===== src/rtl/cpu_run_ctrl.sv =====
// Run sequencer for the 9-bit CPU: holds it in reset, optionally preloads data
// memory from a byte stream, runs it until done or timeout, and reports status.
module cpu_run_ctrl #(
    parameter int MAX_CYCLES = 4096,
    parameter int CNT_W      = 16,
    parameter int RST_CYC    = 2
) (
    input  logic             clk,
    input  logic             reset,
    input  logic             start,
    input  logic             preload,
    input  logic             abort,
    input  logic             ld_valid,
    input  logic [7:0]       ld_data,
    input  logic             ld_last,
    output logic             ld_ready,
    output logic             dm_we,
    output logic [7:0]       dm_addr,
    output logic [7:0]       dm_wdata,
    output logic             cpu_reset,
    input  logic             cpu_done,
    output logic             busy,
    output logic [1:0]       status,
    output logic             status_valid,
    output logic [CNT_W-1:0] cycles
);

    localparam logic [2:0] IDLE   = 3'd0;
    localparam logic [2:0] LOAD   = 3'd1;
    localparam logic [2:0] RST    = 3'd2;
    localparam logic [2:0] FINISH = 3'd3;
    localparam logic [2:0] RUN    = 3'd4;

    localparam logic [1:0] ST_OK      = 2'b01;
    localparam logic [1:0] ST_TIMEOUT = 2'b10;
    localparam logic [1:0] ST_ABORT   = 2'b11;

    localparam int RW = (RST_CYC > 1) ? $clog2(RST_CYC) : 1;

    logic [2:0]    state;
    logic [2:0]    next_state;
    logic [1:0]    fin_code;
    logic [8:0]    addr_cnt;
    logic [RW-1:0] rst_cnt;
    logic          accept;
    logic          done_q;
    logic          timeout;

    // Bit 8 of the address counter marks a full 256-byte image.
    assign ld_ready = (state == LOAD) && !addr_cnt[8];
    assign accept   = ld_valid && ld_ready;
    // The first RUN cycle is the only one where cycles is still zero.
    assign done_q   = cpu_done && (cycles != '0);
    assign timeout  = (cycles == CNT_W'(MAX_CYCLES - 1));

    always_comb begin
        next_state = state;
        fin_code   = 2'b00;
        case (state)
            IDLE: begin
                if (start) next_state = preload ? LOAD : RST;
            end
            LOAD: begin
                if (abort) begin
                    next_state = FINISH;
                    fin_code   = ST_ABORT;
                end else if (accept && (ld_last || addr_cnt[7:0] == 8'hFF)) begin
                    next_state = RST;
                end
            end
            RST: begin
                if (abort) begin
                    next_state = FINISH;
                    fin_code   = ST_ABORT;
                end else if (rst_cnt == RW'(RST_CYC - 1)) begin
                    next_state = RUN;
                end
            end
            RUN: begin
                if (abort) begin
                    next_state = FINISH;
                    fin_code   = ST_ABORT;
                end else if (done_q) begin
                    next_state = FINISH;
                    fin_code   = ST_OK;
                end else if (timeout) begin
                    next_state = FINISH;
                    fin_code   = ST_TIMEOUT;
                end
            end
            FINISH:  next_state = IDLE;
            default: next_state = IDLE;
        endcase
    end

    always_ff @(posedge clk) begin
        if (reset) begin
            state        <= IDLE;
            addr_cnt     <= '0;
            rst_cnt      <= '0;
            cpu_reset    <= 1'b1;
            busy         <= 1'b0;
            dm_we        <= 1'b0;
            dm_addr      <= '0;
            dm_wdata     <= '0;
            status       <= '0;
            status_valid <= 1'b0;
            cycles       <= '0;
        end else begin
            state        <= next_state;
            busy         <= (next_state != IDLE);
            cpu_reset    <= (next_state != RUN);
            status_valid <= (next_state == FINISH);
            dm_we        <= accept;

            if (accept) begin
                dm_addr  <= addr_cnt[7:0];
                dm_wdata <= ld_data;
                addr_cnt <= addr_cnt + 9'd1;
            end

            if (state == IDLE && start) begin
                status   <= '0;
                cycles   <= '0;
                addr_cnt <= '0;
            end

            if (next_state == FINISH && state != FINISH) status <= fin_code;

            rst_cnt <= (state == RST) ? rst_cnt + RW'(1) : '0;

            // Cycles freezes in the cycle that decides the outcome.
            if (state == RUN && next_state == RUN) cycles <= cycles + CNT_W'(1);
        end
    end

endmodule


===== config.mk =====
export PLATFORM = sky130hd
export DESIGN_NAME = cpu_run_ctrl
export DESIGN_NICKNAME = d
export VERILOG_FILES = /design/src/rtl/cpu_run_ctrl.sv
export SDC_FILE = /design/constraint.sdc
export NUM_CORES = 1
export LEC_CHECK = 0
export ABC_AREA = 0
export CAP_MARGIN = 20
export CORE_ASPECT_RATIO = 2
export CORE_MARGIN = 4
export CORE_UTILIZATION = 44
export CTS_CLUSTER_DIAMETER = 40
export DETAILED_ROUTE_END_ITERATION = 16
export DONT_BUFFER_PORTS = 1
export PLACE_DENSITY = 0.67
export RECOVER_POWER = 25
export SLEW_MARGIN = 10
export SYNTH_ARGS = -nofsm -noshare
export SYNTH_HDL_FRONTEND = slang
export SYNTH_SLANG_ARGS = --single-unit

===== constraint.sdc =====
create_clock -name clk -period 2.15 [get_ports clk]
set_clock_uncertainty 0.2 [all_clocks]
set_input_delay 0.215 -clock clk [delete_from_list [all_inputs] [get_ports clk]]
set_output_delay 0.215 -clock clk [all_outputs]
set_load 0.01 [all_outputs]

==> results.cfg <==
[drt]
wire_per_inst_um = 17.8
drtIter0Drc = 119
vias = 2461
finalWirelength_mm = 7.43
drt_pass1_iterations = 4
vias_per_cell = 5.89
drc = 0
ant_nets = 0

[die]
core_region_area_um2 = 5420
die_y_um = 113
ios = 55
start_util = 0.451
die_area_um2 = 6880
rows = 38
die_w_um = 60.7

[cells_and_area]
final_common_cell = buf_4
fin_util = 0.630
fillers = 477
final_cell_mix = buf_4 (55), nand2_1 (45), dfxtp_1 (45)
syn2layout_area_growth_pct = 39.6
antenna-diode-count = 0
drive_gt1_frac = 0.293
nets = 376

[pwr]
swShare = 0.260
leakagePower_uw = 0.00132
p_int_uw = 1530
comb_power_share = 0.163
powerDensity_nw_per_um2 = 604
ir_drop_mv = 0.605
p_seq_frac = 0.487
switching_power_uw = 535
power_frac_clock = 0.350

[timing]
hold_violations = 0
setup_slack_ns = -0.174
fmax_ghz = 0.430
finalCritPeriodShare = 1.08
drv_slew = 0
rsz0062_at_grt = true
finalSetupTns_ns = -2.07
slew_headroom = 0.459
hold_slack_ns = 0.0197
setup_viol = 18
tightestPinTransition_ns = 0.809
fin_crit_ns = 2.32

[cts]
clk_latency_ns = 0.32
path_clk_slew_ns = 0.10
cts_max_level = 2
clock-sinks = 51
cts_root_buffer = clkbuf_8
cts_tree = yes
numCtsBuffers = 5
clock_path_buffers = 2

[yosys]
synth_ff_type = dfxtp_1
yosys_warnings = 0
syn_area_um2 = 2440
synth_edf_count = 0
synth-seq-cells = 51
synthCells = 289
ys_seq_area_frac = 0.418
async_flop_share = 0
syn_area_per_cell_um2 = 8.46
synth_fp_nets = 308
synth.distinct_cells = 50

[setup_path]
worstPathRequired_ns = 2.19
cp-startpoint = cycles[13]
reg2reg_to = cycles[1]
crit_fanout = 3
critPathCaptureType = flip-flop
cp.arrival_ns = 2.36
crit_type = reg2reg
r2r_cells = 6
endpoint = cycles[1]
r2r-start = cycles[13]
start_kind = flip-flop
reg2reg_setup_slack_ns = -0.17

[status]
run_status = finished with violations
violations = setup timing

[grt]
grt_pass1_wl_mm = 11.8
track_usage = 0.223
grt-ovfl-total = 0
grt_pass1_vias = 2443
grt_max_degree = 28
antenna_found_initial = 0

[placed_design]
port_buffers = 0
gp_congestion = 0.852
hpwl_mm = 5.01

[min_path]
holdCritPathClass = in2reg

[flow_run]
maxCapViolCount = 0
cell usage after synthesis, types with 3 or more instances:
| library cell | n | area, µm² |
|---|---|---|
| dfxtp_1 | 51 | 1020 |
| nand2_1 | 45 | 169 |
| a21oi_1 | 27 | 135 |
| clkbuf_1 | 16 | 60.1 |
| nor2_1 | 15 | 56.3 |
| nor4_1 | 13 | 81.3 |
| nand3_1 | 8 | 40.0 |
| nand4_1 | 8 | 50.1 |
| xor2_1 | 8 | 70.1 |
| a22o_1 | 6 | 52.6 |
| inv_1 | 6 | 22.5 |
| o21ai_0 | 6 | 30.0 |
| and2_1 | 5 | 31.3 |
| nor3_1 | 5 | 25.0 |
| a2111oi_0 | 4 | 35.0 |
| a21o_1 | 4 | 30.0 |
| a221o_1 | 4 | 40.0 |
| nand2b_1 | 4 | 25.0 |
| o31ai_1 | 4 | 30.0 |
| ha_1 | 3 | 37.5 |
| or3_1 | 3 | 18.8 |
| or4_1 | 3 | 22.5 |
| xnor2_1 | 3 | 26.3 |
critical path, cell delays in order (launching register included):
cell	delay (ns)
dfxtp_2	0.35
buf_6	0.12
or4_4	0.54
or4_4	0.46
buf_4	0.18
a311o_1	0.26
a21oi_1	0.14
routing by layer:
| layer | vias up | GRT usage | share of wire |
|---|---|---|---|
| li1 | 1197 | - | - |
| met1 | 1164 | 0.209 | 0.33 |
| met2 | 75 | 0.416 | 0.58 |
| met3 | 25 | 0.0464 | 0.049 |
| met4 | 0 | 0.124 | 0.047 |
| met5 | - | 0 | 0 |
per-stage QoR:
stage	cell area [µm²]	cells	power, µW	setup WS (ns)
floorplan	2490	289	1210	0.00810
global placement	2870	379	1280	-0.423
detailed placement	2880	380	1280	-0.179
CTS	3250	407	2040	-0.144
global route	3410	418	2150	-0.205
finish	3410	418	2060	-0.174
power by group through the flow:
stage          clock network [µW]  registers (µW)  logic [µW]
4_1_cts                       735            1010         303
6_report                      721            1000         335
3_3_place_gp                    0            1030         251
2_1_floorplan                   0            1020         186
5_1_grt                       770            1010         368
3_5_place_dp                    0            1030         255
flip-flops by register name (all words and copies together), names as in the netlist, 2 cells and up:
| register | count |
|---|---|
| addr_cnt | 9 |
| status | 2 |
| state | 3 |
| dm_wdata | 8 |
| cycles | 16 |
| dm_addr | 8 |
worst min path at each step:
stage,endpoint,from,cells after the start,slack (ns)
after global routing,addr_cnt[4],ld_valid,3,0.08
after global placement,dm_addr[3],reset,1,0.09
after detailed placement,dm_addr[3],reset,1,0.09
after floorplan,dm_wdata[0],ld_data[0],2,0.15
after CTS,dm_addr[2],reset,1,-0.26
final,addr_cnt[4],ld_valid,3,0.02
logic make-up after synthesis:
group | synth area share
compound gates | 0.201
buf+inv | 0.0502
fa+ha+maj | 0.0154
xor+xnor | 0.0394
flops | 0.418
simple gates | 0.267
mux | 0.00922
repair_timing:
action                     4_1_cts  5_1_grt
setup buffers                   11        2
pin swaps                       19        5
hold endpoints to repair        32       21
resized for setup               17       13
gates cloned                     2        0
hold buffers                     6        9
setup endpoints to repair       22       24
final cells by class:
cell class | count | area [µm²] | area share
Multi-Input combinational cell | 210 | 1440 | 0.421
Sequential cell | 51 | 1030 | 0.301
Timing Repair Buffer | 83 | 728 | 0.213
Clock buffer | 6 | 82.6 | 0.0242
Tap cell | 60 | 75.1 | 0.0220
Clock inverter | 2 | 38.8 | 0.0114
Inverter | 6 | 22.5 | 0.00660
Power figures use the tool's default switching activity.
